<file path="src/rtl/dnn_accel_pkg.sv">
// Shared types and constants for the dnn_dot_engine slice: FSM states, CSR map,
// status/ctrl bit positions and the accumulator saturation test.
package dnn_accel_pkg;

    typedef enum logic [3:0] {
        StIdle,
        StRdBias,
        StWtBias,
        StRdW,
        StWtW,
        StRdA,
        StWtA,
        StMac,
        StWrOut,
        StDone
    } state_e;

    // CSR word indices
    localparam logic [2:0] CSR_CMD  = 3'd0;
    localparam logic [2:0] CSR_BIAS = 3'd1;
    localparam logic [2:0] CSR_WPTR = 3'd2;
    localparam logic [2:0] CSR_APTR = 3'd3;
    localparam logic [2:0] CSR_OPTR = 3'd4;
    localparam logic [2:0] CSR_LEN  = 3'd5;
    localparam logic [2:0] CSR_CTRL = 3'd6;
    localparam logic [2:0] CSR_CLR  = 3'd7;

    // Status register bits
    localparam int unsigned STAT_BUSY    = 0;
    localparam int unsigned STAT_DONE    = 1;
    localparam int unsigned STAT_ABORTED = 2;
    localparam int unsigned STAT_SAT     = 3;

    // Ctrl register bits
    localparam int unsigned CTRL_RELU = 0;
    localparam int unsigned CTRL_IRQ  = 1;

    // Command (index 7) bits
    localparam int unsigned CMD_CLEAR = 0;
    localparam int unsigned CMD_ABORT = 1;

    // Widest accumulator the saturation test accepts
    localparam int unsigned MAX_ACC_W = 192;

    typedef enum logic [1:0] {ClipNone, ClipHigh, ClipLow} clip_e;

    // Classifies a signed accumulator against the signed data_w-bit range.
    function automatic clip_e saturate_clip(input logic signed [MAX_ACC_W-1:0] acc,
                                            input int unsigned data_w);
        logic signed [MAX_ACC_W-1:0] hi;
        logic signed [MAX_ACC_W-1:0] lo;
        hi = $signed((MAX_ACC_W'(1) << (data_w - 1)) - MAX_ACC_W'(1));
        lo = -$signed(MAX_ACC_W'(1) << (data_w - 1));
        if (acc > hi) return ClipHigh;
        if (acc < lo) return ClipLow;
        return ClipNone;
    endfunction

endpackage

</file>
<file path="src/rtl/dnn_fx_mac.sv">
// Signed fixed-point multiply-accumulate: acc += (w * a) >>> FRAC_BITS, with
// synchronous clear and bias load. Kept separate so the multiplier maps to DSPs.
module dnn_fx_mac #(
    parameter int unsigned DATA_W    = 32,
    parameter int unsigned FRAC_BITS = 16,
    parameter int unsigned ACC_W     = 80
) (
    input  logic              clk,
    input  logic              rst_n,
    input  logic              clr,
    input  logic              load,
    input  logic              en,
    input  logic [DATA_W-1:0] load_val,
    input  logic [DATA_W-1:0] w,
    input  logic [DATA_W-1:0] a,
    output logic [ACC_W-1:0]  acc
);

    logic signed [2*DATA_W-1:0] w_ext;
    logic signed [2*DATA_W-1:0] a_ext;
    logic signed [2*DATA_W-1:0] prod;
    logic signed [2*DATA_W-1:0] prod_sh;

    assign w_ext   = (2*DATA_W)'($signed(w));
    assign a_ext   = (2*DATA_W)'($signed(a));
    assign prod    = w_ext * a_ext;
    assign prod_sh = prod >>> FRAC_BITS;

    // Accumulator register: clear beats load beats accumulate.
    always_ff @(posedge clk or negedge rst_n) begin
        if (!rst_n) begin
            acc <= '0;
        end else if (clr) begin
            acc <= '0;
        end else if (load) begin
            acc <= ACC_W'($signed(load_val));
        end else if (en) begin
            acc <= acc + ACC_W'(prod_sh);
        end
    end

endmodule

</file>
<file path="src/rtl/dnn_dot_engine.sv">
// Dot-product engine: CSR slave programs pointers/length, the FSM fetches the
// bias and w/a pairs over an Avalon-MM master, accumulates, saturates, applies
// optional ReLU and writes one result word.
module dnn_dot_engine
    import dnn_accel_pkg::*;
#(
    parameter int unsigned DATA_W    = 32,
    parameter int unsigned FRAC_BITS = 16,
    parameter int unsigned ADDR_W    = 32,
    parameter int unsigned LEN_W     = 16
) (
    input  logic              clk_clk,
    input  logic              reset_reset_n,
    input  logic [2:0]        slv_address,
    input  logic              slv_read,
    input  logic              slv_write,
    input  logic [DATA_W-1:0] slv_writedata,
    output logic [DATA_W-1:0] slv_readdata,
    output logic [ADDR_W-1:0] mst_address,
    output logic              mst_read,
    output logic              mst_write,
    output logic [DATA_W-1:0] mst_writedata,
    input  logic [DATA_W-1:0] mst_readdata,
    input  logic              mst_readdatavalid,
    input  logic              mst_waitrequest,
    output logic              irq
);

    localparam int unsigned ACC_W = 2*DATA_W + LEN_W;
    localparam int unsigned STEP  = DATA_W / 8;

    state_e state_q, state_d;

    logic [ADDR_W-1:0] csr_bias_q, csr_w_q, csr_a_q, csr_out_q;
    logic [LEN_W-1:0]  csr_len_q;
    logic [1:0]        csr_ctrl_q;
    logic [ADDR_W-1:0] b_ptr_q, w_ptr_q, a_ptr_q, o_ptr_q;
    logic [LEN_W-1:0]  len_q, cnt_q;
    logic [DATA_W-1:0] w_q, a_q;
    logic              done_q, aborted_q, sat_q, abort_pend_q;
    logic [DATA_W-1:0] rdata_q;
    logic [3:0]        status;
    logic              busy, start, clear, abort_wr, abort_req;
    logic              mac_load, mac_en, finish, quit;
    logic [ACC_W-1:0]  acc;
    clip_e             clip;
    logic [DATA_W-1:0] result;

    assign busy      = (state_q != StIdle) && (state_q != StDone);
    assign start     = slv_write && (slv_address == CSR_CMD) && !busy;
    assign clear     = slv_write && (slv_address == CSR_CLR) && slv_writedata[CMD_CLEAR];
    assign abort_wr  = slv_write && (slv_address == CSR_CLR) && slv_writedata[CMD_ABORT] && busy;
    assign abort_req = abort_pend_q || abort_wr;
    assign irq       = done_q & csr_ctrl_q[CTRL_IRQ];
    assign clip      = saturate_clip(MAX_ACC_W'($signed(acc)), DATA_W);

    dnn_fx_mac #(
        .DATA_W   (DATA_W),
        .FRAC_BITS(FRAC_BITS),
        .ACC_W    (ACC_W)
    ) u_mac (
        .clk     (clk_clk),
        .rst_n   (reset_reset_n),
        .clr     (quit),
        .load    (mac_load),
        .en      (mac_en),
        .load_val(mst_readdata),
        .w       (w_q),
        .a       (a_q),
        .acc     (acc)
    );

    // Saturate the accumulator to DATA_W, then optional ReLU.
    always_comb begin
        result = acc[DATA_W-1:0];
        if (clip == ClipHigh) result = {1'b0, {(DATA_W-1){1'b1}}};
        else if (clip == ClipLow) result = {1'b1, {(DATA_W-1){1'b0}}};
        if (csr_ctrl_q[CTRL_RELU] && result[DATA_W-1]) result = '0;
    end

    // Next state and master bus outputs; an abort is honoured once the bus is idle.
    always_comb begin
        state_d       = state_q;
        mst_read      = 1'b0;
        mst_write     = 1'b0;
        mst_address   = '0;
        mst_writedata = '0;
        mac_load      = 1'b0;
        mac_en        = 1'b0;
        finish        = 1'b0;
        quit          = 1'b0;
        unique case (state_q)
            StIdle:   if (start) state_d = StRdBias;
            StDone:   state_d = start ? StRdBias : StIdle;
            StRdBias: begin
                mst_read    = 1'b1;
                mst_address = b_ptr_q;
                if (!mst_waitrequest) state_d = StWtBias;
            end
            StWtBias: if (mst_readdatavalid) begin
                mac_load = 1'b1;
                if (abort_req) quit = 1'b1;
                else state_d = (len_q == '0) ? StWrOut : StRdW;
            end
            StRdW: begin
                mst_read    = 1'b1;
                mst_address = w_ptr_q;
                if (!mst_waitrequest) state_d = StWtW;
            end
            StWtW: if (mst_readdatavalid) begin
                if (abort_req) quit = 1'b1;
                else state_d = StRdA;
            end
            StRdA: begin
                mst_read    = 1'b1;
                mst_address = a_ptr_q;
                if (!mst_waitrequest) state_d = StWtA;
            end
            StWtA: if (mst_readdatavalid) begin
                if (abort_req) quit = 1'b1;
                else state_d = StMac;
            end
            StMac: begin
                mac_en = 1'b1;
                if (abort_req) quit = 1'b1;
                else state_d = ((cnt_q + LEN_W'(1)) == len_q) ? StWrOut : StRdW;
            end
            StWrOut: begin
                mst_write     = 1'b1;
                mst_address   = o_ptr_q;
                mst_writedata = result;
                if (!mst_waitrequest) begin
                    finish  = 1'b1;
                    state_d = StDone;
                end
            end
            default: state_d = StIdle;
        endcase
        if (quit) state_d = StIdle;
    end

    // FSM state register.
    always_ff @(posedge clk_clk or negedge reset_reset_n) begin
        if (!reset_reset_n) state_q <= StIdle;
        else                state_q <= state_d;
    end

    // CSR write port; configuration is frozen while a job runs.
    always_ff @(posedge clk_clk or negedge reset_reset_n) begin
        if (!reset_reset_n) begin
            csr_bias_q <= '0;
            csr_w_q    <= '0;
            csr_a_q    <= '0;
            csr_out_q  <= '0;
            csr_len_q  <= '0;
            csr_ctrl_q <= '0;
        end else if (slv_write && !busy) begin
            case (slv_address)
                CSR_BIAS: csr_bias_q <= ADDR_W'(slv_writedata);
                CSR_WPTR: csr_w_q    <= ADDR_W'(slv_writedata);
                CSR_APTR: csr_a_q    <= ADDR_W'(slv_writedata);
                CSR_OPTR: csr_out_q  <= ADDR_W'(slv_writedata);
                CSR_LEN:  csr_len_q  <= slv_writedata[LEN_W-1:0];
                CSR_CTRL: csr_ctrl_q <= {slv_writedata[CTRL_IRQ], slv_writedata[CTRL_RELU]};
                default: ;
            endcase
        end
    end

    // Job working registers: latched pointers, operands and element counter.
    always_ff @(posedge clk_clk or negedge reset_reset_n) begin
        if (!reset_reset_n) begin
            b_ptr_q <= '0;
            w_ptr_q <= '0;
            a_ptr_q <= '0;
            o_ptr_q <= '0;
            len_q   <= '0;
            cnt_q   <= '0;
            w_q     <= '0;
            a_q     <= '0;
        end else if (start) begin
            b_ptr_q <= csr_bias_q;
            w_ptr_q <= csr_w_q;
            a_ptr_q <= csr_a_q;
            o_ptr_q <= csr_out_q;
            len_q   <= csr_len_q;
            cnt_q   <= '0;
        end else if (mst_readdatavalid && (state_q == StWtW)) begin
            w_q     <= mst_readdata;
            w_ptr_q <= w_ptr_q + ADDR_W'(STEP);
        end else if (mst_readdatavalid && (state_q == StWtA)) begin
            a_q     <= mst_readdata;
            a_ptr_q <= a_ptr_q + ADDR_W'(STEP);
        end else if (mac_en) begin
            cnt_q   <= cnt_q + LEN_W'(1);
        end
    end

    // Sticky status flags and pending abort request.
    always_ff @(posedge clk_clk or negedge reset_reset_n) begin
        if (!reset_reset_n) begin
            done_q       <= 1'b0;
            aborted_q    <= 1'b0;
            sat_q        <= 1'b0;
            abort_pend_q <= 1'b0;
        end else if (start) begin
            done_q       <= 1'b0;
            aborted_q    <= 1'b0;
            sat_q        <= 1'b0;
            abort_pend_q <= 1'b0;
        end else begin
            if (clear) begin
                done_q    <= 1'b0;
                aborted_q <= 1'b0;
                sat_q     <= 1'b0;
            end
            if (abort_wr) abort_pend_q <= 1'b1;
            if (finish) begin
                done_q       <= 1'b1;
                sat_q        <= (clip != ClipNone);
                abort_pend_q <= 1'b0;
            end
            if (quit) begin
                aborted_q    <= 1'b1;
                abort_pend_q <= 1'b0;
            end
        end
    end

    always_comb begin
        status               = '0;
        status[STAT_BUSY]    = busy;
        status[STAT_DONE]    = done_q;
        status[STAT_ABORTED] = aborted_q;
        status[STAT_SAT]     = sat_q;
    end

    // CSR read port with one cycle of latency.
    always_ff @(posedge clk_clk or negedge reset_reset_n) begin
        if (!reset_reset_n) begin
            rdata_q <= '0;
        end else if (slv_read) begin
            case (slv_address)
                CSR_CMD:  rdata_q <= DATA_W'(status);
                CSR_BIAS: rdata_q <= DATA_W'(csr_bias_q);
                CSR_WPTR: rdata_q <= DATA_W'(csr_w_q);
                CSR_APTR: rdata_q <= DATA_W'(csr_a_q);
                CSR_OPTR: rdata_q <= DATA_W'(csr_out_q);
                CSR_LEN:  rdata_q <= DATA_W'(csr_len_q);
                CSR_CTRL: rdata_q <= DATA_W'(csr_ctrl_q);
                default:  rdata_q <= '0;
            endcase
        end
    end

    assign slv_readdata = rdata_q;

endmodule

</file>
<file path="config.mk">
export PLATFORM = sky130hd
export DESIGN_NAME = dnn_dot_engine
export DESIGN_NICKNAME = d
export VERILOG_FILES = /design/src/rtl/dnn_accel_pkg.sv /design/src/rtl/dnn_fx_mac.sv /design/src/rtl/dnn_dot_engine.sv
export SDC_FILE = /design/constraint.sdc
export NUM_CORES = 2
export LEC_CHECK = 0
export ABC_AREA = 0
export CORE_MARGIN = 5
export CORE_UTILIZATION = 30
export DETAILED_ROUTE_END_ITERATION = 7
export HOLD_SLACK_MARGIN = 0.06
export SYNTH_ARGS = -nofsm -noshare
export SYNTH_HDL_FRONTEND = slang
export SYNTH_SLANG_ARGS = --single-unit
</file>
<file path="constraint.sdc">
create_clock -name clk_clk -period 13.8 [get_ports clk_clk]
set_input_delay 2.07 -clock clk_clk [delete_from_list [all_inputs] [get_ports clk_clk]]
set_output_delay 2.07 -clock clk_clk [all_outputs]
set_load 0.05 [all_outputs]
</file>
== Word level (Yosys, flattened, before mapping) ==
Index checks and enable logic that the tools add are counted.
Operators by class
  multiply operators: 1
  eq/ne operators: 34
  add/sub/neg operators: 4
  magnitude comparators: 2
  bitwise operators: 3
  shift-type cells: 0
  multiplexer cells: 63
  divide/modulo/power cells: 0
  reduce and logical (&&, ||, !) cells: 38
Operator list (number)
  $mux 32: 9
  $mux 80: 3
  $pmux 32 s7: 1
  $pmux 32 s4: 1
  $add 80x80->80: 1
  $gt 80x32->1 const B: 1
  $lt 80x32->1 const B: 1
  $add 32x3->32 const B: 2
  $mul 32x32->64: 1
  $mux 16: 4
  $mux 4: 15
  $pmux 4 s10: 1
  $ne 3x3->1 const B: 12
  $mux 1: 24
  $add 16x1->16 const B: 1
  $eq 16x16->1: 1
  $eq 4x3->1 const B: 4
  $logic_not 16->1: 1
  $reduce_and 2->1: 8
  $eq 3x3->1 const B: 4
  $reduce_and 12->1: 1
  $logic_and 1x1->1: 11
  $reduce_bool 3->1: 3
  $eq 4x2->1 const B: 2
  20 further kinds: 33
Storage, ports and cells
  ROM bits: 0
  flip-flop bits (word level): 490
  input bits: 73
  memories: 0
  bits in writable memories: 0
  bits in latches: 0
  output and inout bits: 99
  logic and storage cells: 166

== Longest topological paths before layout ==
  depth after elaboration: 11
  mapped depth: 46
  depth with buffers taken out: 44

== By module ==
A second synthesis with hierarchy kept.
Second synthesis, totals
  cell total of the unflattened synthesis: 6793
  area, all modules: 62999.2 sq um
Modules (own cells, without submodules)
  dnn_fx_mac: seq. area each 2001.9 sq um, cells an instance 4786, area each 43480.5 sq um, instances 1
  dnn_dot_engine: seq. area each 10259.8 sq um, cells an instance 2007, area each 19518.7 sq um, instances 1

== Worst setup path after synthesis ==
OpenSTA, ideal clock, no wires.
  path kind: flip-flop to flip-flop
  start: register w_q[31]
  end: register u_mac.acc[79]
  library setup time: 0.126 ns
  slack: 2.266 ns
  clock period less this slack: 11.534 ns
  path buffers: 2
  arrival: 11.408 ns
  stages on the path, launching flop included: 45
  data required time: 13.674 ns
  cell sequence: dfrtp_1 -> clkbuf_1 -> nand2_1 -> inv_1 -> fa_1 -> inv_1 -> fa_1 -> inv_1 -> fa_1 -> fa_1 -> inv_1 -> fa_1 -> inv_1 -> fa_1 -> inv_1 -> fa_1 -> inv_1 -> fa_1 -> [9 not listed] -> a21oi_2 -> a31oi_1 -> xnor2_1 -> ha_1 -> clkbuf_1 -> a21oi_1 -> nor2b_1 -> o21ai_0 -> nand2b_1 -> a21o_1 -> a21oi_1 -> o21ai_0 -> a31oi_4 -> o31a_1 -> o21ai_0 -> a311oi_1 -> xnor2_1 -> a221o_1
Between the ends
  longest elaborated chain between the ends: 5
RTL lines
  start, declared: line dnn_dot_engine.sv:39  | logic [DATA_W-1:0] w_q, a_q;
  start signal, assigned: line dnn_dot_engine.sv:189  | w_q <= mst_readdata;
  $mul 32x32->64: line dnn_fx_mac.sv:26  | assign prod = w_ext * a_ext;
  $add 80x80->80: line dnn_fx_mac.sv:38  | acc <= acc + ACC_W'(prod_sh);
  $mux 80: line dnn_fx_mac.sv:37  | end else if (en) begin
  $mux 80: line dnn_fx_mac.sv:35  | end else if (load) begin
  $mux 80: line dnn_fx_mac.sv:33  | end else if (clr) begin
  end signal, assigned: line dnn_fx_mac.sv:36  | acc <= ACC_W'($signed(load_val));
  end signal, assigned: line dnn_fx_mac.sv:38
  end, declared: line dnn_fx_mac.sv:16  | output logic [ACC_W-1:0] acc
No other way between the ends. The select of a mux whose other input is x is not followed.
A chain may end at the register's enable or synchronous reset.

== Worst setup path in the final report ==
  start: register a_q[2]
  end: register u_mac.acc[73]
Between the ends
  longest elaborated chain between the ends: 5
RTL lines
  start, declared: line dnn_dot_engine.sv:39
  start signal, assigned: line dnn_dot_engine.sv:192  | a_q <= mst_readdata;
  $mul 32x32->64: line dnn_fx_mac.sv:26
  $add 80x80->80: line dnn_fx_mac.sv:38
  $mux 80: line dnn_fx_mac.sv:37
  $mux 80: line dnn_fx_mac.sv:35
  $mux 80: line dnn_fx_mac.sv:33
No other way between the ends. The select of a mux whose other input is x is not followed.

==> flow_summary_export.csv <==
group,metric,value,unit
outcome,status,"complete, no violations",
worst_setup_path,critPathSlowestCell,"dfrtp_1",
worst_setup_path,critPathTopFamily,"adder cells",
sta,relSlewSlack,0.155,
placement,place_hpwl,145000,um
clock_network,numClockSinks,490,
global_routing,grt_pass1_wl,294000,um
placement,place_ws,1.30,ns
synthesis,synth-main-ff-cell,"dfrtp_1",
clock_network,clk_pin_slew_worst_paths,0.06,ns
sta,fin_tns_setup,0,ns
layout,fill_cells,20951,
sta,whs,0.475,ns
die,io_pins,172,
layout,final_nets,8048,
worst_setup_path,cp_max_fo,22,
detailed_routing,routedWlPerCell,19.6,um
sta,maxSlewViolCount,0,
die,chipHeight,465,um
synthesis,avgSynthCellArea,9.34,sq um
sta,tightest_slew,1.27,ns
sta,final.setup.worst_slack,1.14,ns
detailed_routing,num_vias,46549,
global_routing,grt_max_degree,154,
detailed_routing,drc,0,
worst_setup_path,rrSetupSlack,1.14,ns
worst_hold_path,hold_depth,2,
worst_setup_path,rr_endpoint,"u_mac.acc[73]",
worst_setup_path,r2r_start,"a_q[2]",
clock_network,cts_resized,0,
die,initial_core_util,0.301,
synthesis,seq_area_frac_synth,0.197,
run,maxCapViolCount,0,
worst_setup_path,ff2ff_path_depth,43,
synthesis,synth_area_leaders,"fa_1 (35%), dfrtp_1 (20%), nand2_1 (6.9%)",
synthesis,synthAdderAreaFrac,0.402,
worst_setup_path,path_class,"reg -> reg",
synthesis,synth-seq-cells,490,
die,chipWidth,465,um
synthesis,syn-cell-area,62100,sq um
sta,min_period,12.66,ns
worst_hold_path,hold_class,"reg -> reg",
layout,syn_to_final_growth,10.7,%
worst_setup_path,cp_common_cell,"fa_1",
synthesis,synth-compound-area-share,0.0892,
die,core,207000,sq um
clock_network,cts_root_buf,"clkbuf_16",
synthesis,synth-edff-count,0,
detailed_routing,drt_iter0_markers,3296,
clock_network,clockBufferDepth,3,
global_routing,grt_use_total,0.171,
placement,dp_cells,9272,
sta,rsz0062_at_grt,"false",
die,num_rows,167,
worst_setup_path,end_kind,"flop",
synthesis,syn_inst,6651,
worst_setup_path,crit_buf_inv,6,
placement,globalplace.congestion,0.892,
worst_setup_path,cpPeakStageDelay,1.12,ns
detailed_routing,first_pass_iters,6,
synthesis,synth_top_family_by_area,"adder cells",
synthesis,synth_top_area_cell,"fa_1",
placement,io_buffers,171,
synthesis,async_flop_share,1.00,
global_routing,overflow,0,
worst_setup_path,start_kind,"flop",
clock_network,insertion_delay,0.68,ns
synthesis,synthMuxAreaShare,0.0360,
synthesis,ys_types,77,
sta,hold_viol_final,0,
detailed_routing,avgViaCountPerCell,4.96,
clock_network,htree_levels,2,
layout,final_cells,9385,
synthesis,synth.top_cell.area_share,0.349,
clock_network,cts_tree,"done",
sta,final-setup-viol-count,0,
clock_network,post-cts-setup-buffers,0,
clock_network,cts_hold_buffers,0,
worst_setup_path,cp_data_required_time,14.32,ns
worst_hold_path,min_from,"o_ptr_q[28]",
sta,fin_worst_skew,0.0341,ns
worst_setup_path,cp.arrival,13.17,ns
clock_network,numCtsBuffers,56,
sta,fin_crit_sh,0.917,
global_routing,antenna_found_initial,9,
synthesis,syn-num-nets,8073,
die,die_area,216000,sq um
detailed_routing,wl,184000,um
detailed_routing,antenna_left,0,
synthesis,yosys.area_share.simple,0.165,
layout,drive_gt1_frac,0.0650,
worst_hold_path,hold_path_end,"o_ptr_q[28]",
synthesis,ys_warn_count,0,
sta,fmax,79.0,MHz
synthesis,synth-xor-area-share,0.0273,
global_routing,grt_pass1_vias,49526,
[per-layer routing]
metal  GRT usage  share of wire  vias to the layer above
met5           0       0.000065                        -
met4      0.0522          0.032                        2
met3      0.0264          0.063                      251
met2       0.281           0.47                     1467
met1       0.234           0.43                    24064
li1            -              -                    20765
[state kept, by name, indices dropped and copies added, names as in the netlist, 2 cells and up]
signal        cells
len_q            16
u_mac.acc        80
slv_readdata     32
state_q           4
a_ptr_q          32
o_ptr_q          32
cnt_q            16
csr_a_q          32
w_ptr_q          32
csr_out_q        32
a_q              32
csr_w_q          32
csr_len_q        16
csr_bias_q       32
w_q              32
b_ptr_q          32
csr_ctrl_q        2
[worst max path at each step]
stage | from | to | slack (ns) | cells past startpoint
2_1_floorplan | w_q[31] | u_mac.acc[79] | 2.27 | 44
3_3_place_gp | a_q[2] | u_mac.acc[73] | 1.55 | 43
3_5_place_dp | a_q[2] | u_mac.acc[73] | 1.30 | 43
4_1_cts | a_q[2] | u_mac.acc[73] | 1.28 | 43
5_1_grt | a_q[2] | u_mac.acc[73] | 0.40 | 43
6_report | a_q[2] | u_mac.acc[73] | 1.14 | 43
[cell usage after synthesis, types with 35 or more instances]
library cell and number:
a21oi_1 193, inv_1 1001, a21o_1 79, nor3_1 44
nor2_1 218, clkbuf_1 342, nand4_1 55, nand2_1 1141
o21a_1 55, a31oi_1 39, nand3_1 49, a22oi_1 103
and3_1 35, ha_1 267, mux2_2 181, xnor2_1 107
xor2_1 84, and2_1 519, fa_1 1082, o21ai_0 212
dfrtp_1 490
[tightest hold or removal path, stage by stage, from the launching register on]
cell,delay [ns]
dfrtp_1,0.34
nand2_1,0.05
nand2_1,0.05
[kinds of logic (layout without fill, tap and decap cells)]
kind of cell               after synthesis  after routing
AOI/OAI and AO/OA                      856            856
and+or+nand+nor                       2192           2192
adders and majority gates             1349           1349
other                                    0              8
DFF                                    490            490
muxes                                  201            201
xor gates and xnor gates               192            192
buffers and inverters                 1371           1393
[through the flow]
| stage | area, sq um | util |
|---|---|---|
| final | 68800 | 0.333 |
| after global routing | 68800 | 0.333 |
| after CTS | 68800 | 0.333 |
| after detailed placement | 66800 | 0.323 |
| after global placement | 66800 | 0.323 |
| after floorplan | 62100 | - |
[placed cells by master, fill, tap and decap left out, types with 14 or more instances in the layout]
cell	Yosys	layout
a211oi_1	16	15
a21o_1	79	79
a21oi_1	193	191
a221o_1	22	22
a221oi_1	15	15
a22oi_1	103	103
a31oi_1	39	39
and2_1	519	519
and3_1	35	33
buf_4	0	113
clkbuf_16	0	56
clkbuf_8	0	14
clkdlybuf4s50_1	0	169
clkinv_2	0	14
dfrtp_1	490	490
fa_1	1082	1082
ha_1	267	267
inv_1	1001	1001
mux2_2	181	181
mux2i_1	20	20
nand2_1	1141	1140
nand2b_1	30	30
nand3_1	49	47
nand4_1	55	55
nor2_1	218	213
nor2b_1	28	28
nor3_1	44	38
nor4_1	22	22
o211ai_1	30	30
o21a_1	55	55
o21ai_0	212	212
o21bai_1	23	23
or3_1	17	17
xnor2_1	107	106
xor2_1	84	84
[cell type report]
class	instances	area, sq um	share of cell area
flip-flops and latches	490	12300	0.178
inverters	1003	3760	0.0547
repair buffers	285	2580	0.0375
well taps	2704	3380	0.0492
diodes	8	20.0	0.000291
clock buffers	78	1620	0.0236
multi-input cells	4790	44800	0.652
clock inverters	27	329	0.00478
Power is not shown: default switching activity piles up to over one toggle a cycle in this logic, so the estimate is an artifact.
